--- config.mk ---
export PLATFORM = sky130hd
export DESIGN_NAME = motor_passo_ctrl
export DESIGN_NICKNAME = d
export VERILOG_FILES = /design/src/rtl/motor_passo_pkg.sv /design/src/rtl/motor_passo_temporizador.sv /design/src/rtl/motor_passo_ctrl.sv
export SDC_FILE = /design/constraint.sdc
export NUM_CORES = 1
export LEC_CHECK = 0
export ABC_AREA = 0
export CORE_ASPECT_RATIO = 0.6
export CORE_MARGIN = 8
export CORE_UTILIZATION = 50
export DETAILED_ROUTE_END_ITERATION = 7
export GPL_TIMING_DRIVEN = 0
export PLACE_DENSITY = 0.76
export SYNTH_ARGS = -nofsm -noshare
export SYNTH_HDL_FRONTEND = slang
export SYNTH_HIERARCHICAL = 1
export SYNTH_SLANG_ARGS = --single-unit
--- constraint.sdc ---
create_clock -name clk -period 3.8 [get_ports clk]
set_input_delay 0.57 -clock clk [delete_from_list [all_inputs] [get_ports clk]]
set_output_delay 0.57 -clock clk [all_outputs]
set_load 0.1 [all_outputs]
--- src/rtl/motor_passo_pkg.sv ---
// Shared types, half-step coil table and index helpers
// for the stepper-motor sequencer.
package motor_passo_pkg;

  typedef enum logic [1:0] {
    WAVE = 2'd0,
    FULL = 2'd1,
    HALF = 2'd2
  } modo_t;

  typedef enum logic {
    IDLE = 1'b0,
    RUN  = 1'b1
  } estado_t;

  localparam logic [3:0] TABELA [8] = '{
    4'b1000, 4'b1100, 4'b0100, 4'b0110,
    4'b0010, 4'b0011, 4'b0001, 4'b1001
  };

  function automatic logic [3:0] tabela(
    input logic [2:0] idx
  );
    return TABELA[idx];
  endfunction

  // 2'b11 is folded onto wave drive
  function automatic modo_t decod_modo(
    input logic [1:0] m
  );
    unique case (m)
      2'b01:   return FULL;
      2'b10:   return HALF;
      default: return WAVE;
    endcase
  endfunction

  // wave uses even (single-coil) entries,
  // full uses odd (two-coil) entries
  function automatic logic [2:0] alinhar(
    input logic [2:0] idx,
    input modo_t      m
  );
    unique case (m)
      WAVE:    return {idx[2:1], 1'b0};
      FULL:    return {idx[2:1], 1'b1};
      default: return idx;
    endcase
  endfunction

endpackage

--- src/rtl/motor_passo_temporizador.sv ---
// Step-period timer: tick is high on the cycle timer==P-1.
// Ports: clk, rst, clear, run, periodo (P, nonzero), tick.
module motor_passo_temporizador #(
  parameter int PER_W = 16
) (
  input  logic             clk,
  input  logic             rst,
  input  logic             clear,
  input  logic             run,
  input  logic [PER_W-1:0] periodo,
  output logic             tick
);

  logic [PER_W-1:0] r_timer;
  logic             w_fim;

  assign w_fim = (r_timer == periodo - PER_W'(1));
  assign tick  = run && w_fim;

  always_ff @(posedge clk) begin
    if (rst || clear) begin
      r_timer <= '0;
    end else if (run) begin
      r_timer <= w_fim ? '0 : r_timer + PER_W'(1);
    end
  end

endmodule

--- src/rtl/motor_passo_ctrl.sv ---
// Stepper sequencer: counted moves in wave/full/half mode.
// Ports: clk, rst, start, stop, en, dir, modo, periodo,
// passos in; busy, done, sinal (coils), pos (signed) out.
module motor_passo_ctrl
  import motor_passo_pkg::*;
#(
  parameter int PER_W   = 16,
  parameter int CNT_W   = 16,
  parameter int POS_W   = 24,
  parameter bit HOLD_EN = 1'b1
) (
  input  logic             clk,
  input  logic             rst,
  input  logic             start,
  input  logic             stop,
  input  logic             en,
  input  logic             dir,
  input  logic [1:0]       modo,
  input  logic [PER_W-1:0] periodo,
  input  logic [CNT_W-1:0] passos,
  output logic             busy,
  output logic             done,
  output logic [3:0]       sinal,
  output logic [POS_W-1:0] pos
);

  estado_t          r_state;
  modo_t            r_modo;
  logic             r_dir;
  logic [PER_W-1:0] r_per;
  logic [CNT_W-1:0] r_cnt;
  logic [2:0]       r_idx;
  logic [POS_W-1:0] r_pos;
  logic             r_done;
  logic [3:0]       r_sinal;
  logic             r_started;

  logic             w_tick;
  modo_t            w_modo;
  logic [2:0]       w_passo;
  logic [2:0]       w_idx_nx;
  logic [POS_W-1:0] w_pos_nx;

  assign w_modo   = decod_modo(modo);
  assign w_passo  = (r_modo == HALF) ? 3'd1 : 3'd2;
  assign w_idx_nx = r_dir ? r_idx + w_passo
                          : r_idx - w_passo;
  assign w_pos_nx = r_dir ? r_pos + POS_W'(1)
                          : r_pos - POS_W'(1);

  motor_passo_temporizador #(
    .PER_W (PER_W)
  ) u_tmr (
    .clk     (clk),
    .rst     (rst),
    .clear   (r_state != RUN),
    .run     ((r_state == RUN) && en),
    .periodo (r_per),
    .tick    (w_tick)
  );

  always_ff @(posedge clk) begin
    if (rst) begin
      r_state   <= IDLE;
      r_modo    <= WAVE;
      r_dir     <= 1'b0;
      r_per     <= PER_W'(1);
      r_cnt     <= '0;
      r_idx     <= '0;
      r_pos     <= '0;
      r_done    <= 1'b0;
      r_sinal   <= 4'b0000;
      r_started <= 1'b0;
    end else begin
      r_done <= 1'b0;
      // pattern follows the pre-edge state/idx
      if (r_state == RUN || (HOLD_EN && r_started))
        r_sinal <= tabela(r_idx);
      else
        r_sinal <= 4'b0000;

      unique case (r_state)
        IDLE: begin
          if (start) begin
            r_modo    <= w_modo;
            r_dir     <= dir;
            r_per     <= (periodo == '0) ? PER_W'(1)
                                         : periodo;
            r_cnt     <= passos;
            r_idx     <= alinhar(r_idx, w_modo);
            r_started <= 1'b1;
            if (passos == '0)
              r_done  <= 1'b1;
            else
              r_state <= RUN;
          end
        end
        RUN: begin
          if (stop) begin
            r_state <= IDLE;
          end else if (w_tick) begin
            r_idx <= w_idx_nx;
            r_pos <= w_pos_nx;
            r_cnt <= r_cnt - CNT_W'(1);
            if (r_cnt == CNT_W'(1)) begin
              r_state <= IDLE;
              r_done  <= 1'b1;
            end
          end
        end
        default: r_state <= IDLE;
      endcase
    end
  end

  assign busy  = (r_state == RUN);
  assign done  = r_done;
  assign sinal = r_sinal;
  assign pos   = r_pos;

endmodule

==> results_dict.tcl, run 1 <==
set metrics [dict create \
    status "complete, no violations" \
    yosys_warnings 6 \
    dr.pass1.iters 5 \
    synth_area_per_cell_sq_um 7.65 \
    grt_pass1_wl_um 27100 \
    grt_pass1_vias 5358 \
    viasPerCell 5.99 \
    synth_edf_count 0 \
    synth-simple-area-share_pct 27.6 \
    synth_compound_area_share_pct 20.7 \
    drt-initial-drc-count 568 \
    synth_most_common_cell "nand2_1" \
    syn_inst 703 \
    ys_ff_latch 85 \
    vias 5551 \
    timing.hold.ws_ns 0.459 \
    leakagePower_uw 0.00248 \
    synth_nets 774 \
    routed_wl_um 16500 \
    netlist_top_cells_area "dfxtp_1, nand2_1, ha_1, a21oi_1, xnor2_1" \
    cts_tree "yes" \
    multi_input_area_sq_um 3480 \
    critical_path_arrival_ns 3.84 \
    finalMaxSlewViolations 0 \
    port_buffers 69 \
    slew_headroom_pct 33.9 \
    critPathMaxStageDelay_ns 0.56 \
    grt_start_max_net_pins 24 \
    skew_ns 0.00632 \
    clock_path_buffers 2 \
    clk_pin_slew_ns 0.06 \
    track_usage_pct 23.6 \
    yosysTopAreaCellShare_pct 31.7 \
    hold_viol_final 0 \
    yosysUniqueCellTypes 71 \
    synth_ff_type "dfxtp_1" \
    min_period_over_period_pct 94.3 \
    critPathMaxFanout 10 \
    syn-cell-area_sq_um 5380 \
    rows 29 \
    instances_no_fill 927 \
    start_util_pct 51.1 \
    cp.required_ns 4.06 \
    postRouteAntennaNets 0 \
    synthMuxAreaShare_pct 0.745 \
    fin_nets 855 \
    drv_cap 0 \
    finalSetupViolCount 0 \
    hp-class "reg2reg" \
    synth_commonest_cells "nand2_1, dfxtp_1, a21oi_1, nor2_1, o21ai_0" \
    cpMaxStageDelayCell "or4_4" \
    cp-end-kind "register" \
    clk_latency_ns 0.34 \
    synthAdderAreaFrac_pct 7.50 \
    utilization_pct 62.1 \
    p_per_area_nw_per_um2 331 \
    seq_area_frac_synth_pct 31.7 \
    h-tree-depth 3 \
    critPathKind "reg2reg" \
    cts_inserted_buffers 9 \
    ioPinCount 70 \
    dp_hpwl_um 12600 \
    cts-root-buf "clkbuf_16" \
    fin_ws_ns 0.218 \
    rsz0062_at_grt "no" \
    worst_pin_slew_ns 0.989 \
    die_h_um 96.3 \
    overflow 0 \
    synthArstFlopShare_pct 0 \
    routabilityCongestion 0.942 \
    synth-xor-area-share_pct 7.82 \
    worstPathCellList "or3_1 -> buf_2 -> or4_4 -> or3_1 -> a221oi_2 -> o2111ai_2 -> nor2_2 -> and2_1 -> clkbuf_4 -> clkbuf_4 -> nand2_1 -> a21oi_1" \
    diodes 0 \
    startpoint_type "register" \
    nFillCells 957 \
    wire_per_inst_um 17.8 \
    drcViolationCount 0 \
    place_inst 911 \
    syn_to_final_growth_pct 21.6 \
    die-width_um 150 \
    die_area_sq_um 14400 \
    drive_gt1_share_pct 5.96 \
    place_ws_ns -0.546 \
    period_minus_slack_ns 3.58 \
    clock-sinks 85 \
    layout.area.seq_sq_um 1700 \
    max_freq_ghz 0.279 \
    ir_drop_uv 252 \
    synth_area_leader_cell "dfxtp_1" \
    antenna_found_initial 0 \
    synth_top_family_by_area "simple AND/OR/NAND/NOR gates" \
    cts_hold_buf 0 \
    fp.coreArea_sq_um 10500 \
]
per-stage QoR:
| step | TNS [ns] | power [uW] | instance area [sq um] |
|---|---|---|---|
| finish | 0 | 2170 | 6540 |
| global route | 0 | 2260 | 6540 |
| CTS | 0 | 2170 | 6520 |
| detailed placement | -13.89 | 1380 | 6240 |
| global placement | -9.44 | 1360 | 6240 |
| floorplan | 0 | 1240 | 5380 |
layer usage:
| layer | wire [um] | share of wire, % | vias to the layer above | global-route usage, % |
|---|---|---|---|---|
| met3 | 1450 | 8.7 | 19 | 4.98 |
| met2 | 6930 | 42 | 236 | 35.7 |
| li1 | - | - | 2680 | - |
| met4 | 193 | 1.2 | 0 | 5.62 |
| met5 | 0 | 0 | - | 0 |
| met1 | 7970 | 48 | 2616 | 33.7 |
registers in the layout (all words and copies together) (netlist names):
register       cells
r_dir              1
u_tmr/r_timer     16
pos               24
r_idx              3
r_modo             2
r_started          1
r_per             16
r_cnt             16
done               1
busy               1
sinal              4
cells by family after synthesis:
group / count (synthesis)
AND/OR/NAND/NOR: 304
AO/OA/AOI/OAI: 177
flip-flops: 85
buffers and inverters: 54
XOR/XNOR: 48
adder cells (fa/ha/maj): 31
multiplexers: 4
what timing repair did:
action | in CTS | in global routing
setup endpoints to repair | 42 | 27
pin swaps | 1 | 0
buffers inserted | 1 | 0
gates resized for setup | 7 | 8
path summary, 6_finish.rpt:
kind	start	to	slack [ns]	depth (start not counted)
worst min register to register	r_modo[1]$_SDFFE_PP0P_	r_modo[1]$_SDFFE_PP0P_	0.46	2
worst max register to register	r_per[2]$_SDFFE_PP0P_	pos[8]$_SDFFE_PP0P_	0.22	12
worst min-delay path	r_modo[1]$_SDFFE_PP0P_	r_modo[1]$_SDFFE_PP0P_	0.46	2
worst max-delay path	r_per[2]$_SDFFE_PP0P_	pos[8]$_SDFFE_PP0P_	0.22	12
area by class of cell:
| cell class | instances | share of cell area [%] |
|---|---|---|
| Buffer | 33 | 2.26 |
| Clock buffer | 10 | 3.50 |
| Clock inverter | 5 | 0.440 |
| Inverter | 21 | 1.21 |
| Multi-Input combinational cell | 564 | 53.2 |
| Sequential cell | 85 | 26.0 |
| Tap cell | 139 | 2.66 |
| Timing Repair Buffer | 70 | 10.7 |
placed cells by master (no fill, tap or decap), types with 7 or more instances in the layout:
cell / netlist / final
a211oi_1: 7 / 7
a21oi_1: 72 / 72
a31oi_1: 8 / 8
clkbuf_1: 25 / 23
clkbuf_16: 0 / 9
clkdlybuf4s50_1: 0 / 69
dfxtp_1: 85 / 85
ha_1: 29 / 29
inv_1: 19 / 19
nand2_1: 108 / 106
nand3_1: 19 / 19
nand4_1: 15 / 15
nor2_1: 63 / 62
nor2b_1: 10 / 10
nor3_1: 25 / 24
nor4_1: 11 / 11
o21ai_0: 31 / 31
o21ai_1: 10 / 10
or3_1: 9 / 9
xnor2_1: 28 / 28
xor2_1: 20 / 20
worst max-delay path, delay by kind of cell (launching register included):
kind / cells / cell delay (ns)
AND/OR/NAND/NOR: 6 / 1.82
buffers and inverters: 3 / 0.68
AO/OA/AOI/OAI: 3 / 0.61
flip-flops: 1 / 0.38
report_power, final:
group          switching, uW  internal [uW]
Clock                    358            436
Combinational            251            165
Sequential              35.2            920
No activity file was read; power rests on OpenSTA's default activity.
==> run 2: changes to the inputs <==
Settings changed: PLACE_DENSITY 0.76 to default, PLACE_DENSITY_LB_ADDON from default to 0.25, SLEW_MARGIN from default to 40.
==> run 2 against run 1 <==
  * Setup slack worse by 0.15 ns
  * Combinational power about the same
  * Critical path depth unchanged
  * Flip-flop and latch count unchanged
  * Critical path type unchanged
  * Critical endpoint is now r_cnt[12]$_SDFFE_PP0P_
==> results_dict.tcl, run 2 (synthesis results as in run 1) <==
set metrics [dict create \
    dp_hpwl_um 12600 \
    clock-sinks 85 \
    cts_tree "yes" \
    grt_start_max_net_pins 24 \
    cts_inserted_buffers 9 \
    drcViolationCount 0 \
    critical_path_arrival_ns 3.94 \
    syn_to_final_growth_pct 19.8 \
    routabilityCongestion 0.937 \
    holdPathEnd "r_modo[0]$_SDFFE_PP0P_" \
    worst_pin_slew_ns 0.678 \
    hold_start "r_modo[0]$_SDFFE_PP0P_" \
    cp-end-kind "register" \
    nFillCells 952 \
    holdPathStages 2 \
    critPathMaxStageDelay_ns 0.62 \
    clkPwrFrac_pct 39.0 \
    pwr-share-seq_pct 42.4 \
    clk_latency_ns 0.35 \
    finalMaxSlewViolations 0 \
    max_freq_ghz 0.268 \
    p_sw_share_pct 31.4 \
    drive_gt1_share_pct 10.4 \
    cpMaxStageDelayCell "or4_1" \
    period_minus_slack_ns 3.73 \
    h-tree-depth 3 \
    status "complete, no violations" \
    clock_path_buffers 2 \
    diodes 0 \
    leakagePower_uw 0.00256 \
    drt-initial-drc-count 577 \
    critPathMaxFanout 10 \
    combPwrFrac_pct 18.6 \
    hold_viol_final 0 \
    drv_cap 0 \
    overflow 0 \
    p_per_area_nw_per_um2 349 \
    final_area_sq_um 6440 \
    track_usage_pct 23.0 \
    final_cell_mix "nand2_1, dfxtp_1, a21oi_1" \
    grt_pass1_vias 5284 \
    regToRegSetupSlack_ns 0.07 \
    largest_reg_flops 24 \
    clk_pin_slew_ns 0.07 \
    dr.pass1.iters 5 \
    final_common_cell "nand2_1" \
    wire_per_inst_um 17.7 \
    hp-class "reg2reg" \
    grt_pass1_wl_um 26600 \
    start_util_pct 51.1 \
    port_buffers 69 \
    viasPerCell 6.01 \
    die-width_um 150 \
    p_total_uw 2250 \
    crit_top_cell "nand2_2" \
    startpoint_type "register" \
    slew_headroom_pct 54.8 \
    p_sw_uw 706 \
    rsz0062_at_grt "yes" \
    reg2reg_depth 12 \
    die_area_sq_um 14400 \
    rows 29 \
    utilization_pct 61.2 \
    fin_nets 856 \
    cp.required_ns 4.01 \
    antenna_found_initial 0 \
    critPathKind "reg2reg" \
    path_buf_inv 1 \
    internal_power_uw 1540 \
    regToRegStartpoint "r_per[5]$_SDFFE_PP0P_" \
    fp.coreArea_sq_um 10500 \
    worstPathCellList "or4_1 -> or4_4 -> or3_1 -> a221oi_2 -> o2111ai_2 -> nor2_4 -> nand2_2 -> nand2_2 -> clkbuf_4 -> nand2_1 -> a21oi_1 -> nor2_1" \
    die_h_um 96.3 \
    routed_wl_um 16500 \
    skew_ns 0.0122 \
    ir_drop_uv 250 \
    min_period_over_period_pct 98.1 \
    ioPinCount 70 \
    cts-root-buf "clkbuf_16" \
    path_delay_family "simple AND/OR/NAND/NOR gates" \
    setup_tns_ns 0 \
    reg2reg_to "r_cnt[12]$_SDFFE_PP0P_" \
    postRouteAntennaNets 0 \
    dpl_cell_area_sq_um 6090 \
    finalSetupViolCount 0 \
    vias 5583 \
]
==> run 2: cell types whose count changed in the layout (fill, tap and decap cells not counted), moves of 2 or more <==
| cell | before | now |
|---|---|---|
| buf_2 | 6 | 36 |
| clkdlybuf4s50_1 | 69 | 39 |
| clkinv_2 | 4 | 0 |
| buf_4 | 1 | 4 |
| inv_6 | 0 | 3 |
| clkinvlp_4 | 0 | 2 |
| inv_8 | 0 | 2 |
==> run 2: per-stage QoR <==
step                worst slack (ns)  hold WS [ns]  instances
floorplan                      0.422         0.432        703
global placement              -0.530         0.441        911
detailed placement            -0.624         0.456        911
CTS                           0.0336         0.466        928
global route                 -0.0659         0.499        929
finish                        0.0725         0.471        929
==> run 2: layout make-up <==
type	count	area, sq um	area share (%)
Multi-Input combinational cell	564	3490	54.2
Sequential cell	85	1700	26.4
Timing Repair Buffer	71	556	8.63
Clock buffer	9	225	3.50
Tap cell	139	174	2.70
Buffer	33	150	2.33
Inverter	21	78.8	1.22
Clock inverter	7	63.8	0.991
==> run 2: power by group through the flow <==
| stage | sequential, uW | combinational (uW) | clock (uW) |
|---|---|---|---|
| final | 953 | 419 | 877 |
| after global placement | 971 | 390 | 0 |
| after floorplan | 980 | 258 | 0 |
| after detailed placement | 972 | 399 | 0 |
| after CTS | 952 | 406 | 891 |
| after global routing | 957 | 455 | 930 |
==> run 2: tightest hold or removal path, cell delays in order, from the launching register on <==
cell,delay (ns)
dfxtp_1,0.31
nand2_1,0.06
a21oi_1,0.06
==> run 2: what timing repair did <==
action                                  CTS  global route
hold buffers                              0             0
pin swaps                                 1             1
endpoints found under the setup margin   43            42
resized for setup                        11             6
buffers inserted                          1             1
hold endpoints to repair                  0             0
==> run 2: worst max-delay path by stage <==
stage	cells after the start	end	startpoint	slack (ns)
after global placement	13	r_cnt[3]$_SDFFE_PP0P_	r_per[0]$_SDFFE_PP1P_	-0.53
final	12	r_cnt[12]$_SDFFE_PP0P_	r_per[5]$_SDFFE_PP0P_	0.07
after CTS	13	pos[13]$_SDFFE_PP0P_	r_per[0]$_SDFFE_PP1P_	0.03
after floorplan	14	r_cnt[4]$_SDFFE_PP0P_	r_per[0]$_SDFFE_PP1P_	0.42
after global routing	10	pos[13]$_SDFFE_PP0P_	r_per[5]$_SDFFE_PP0P_	-0.07
after detailed placement	14	r_cnt[12]$_SDFFE_PP0P_	r_per[0]$_SDFFE_PP1P_	-0.62
==> run 2: metal layers <==
layer	up-vias	wire length, um	global-route usage (%)
li1	2693	-	-
met5	-	0	0
met3	17	1740	5.96
met1	2588	7970	33.8
met4	0	123	4.88
met2	285	6640	32.7
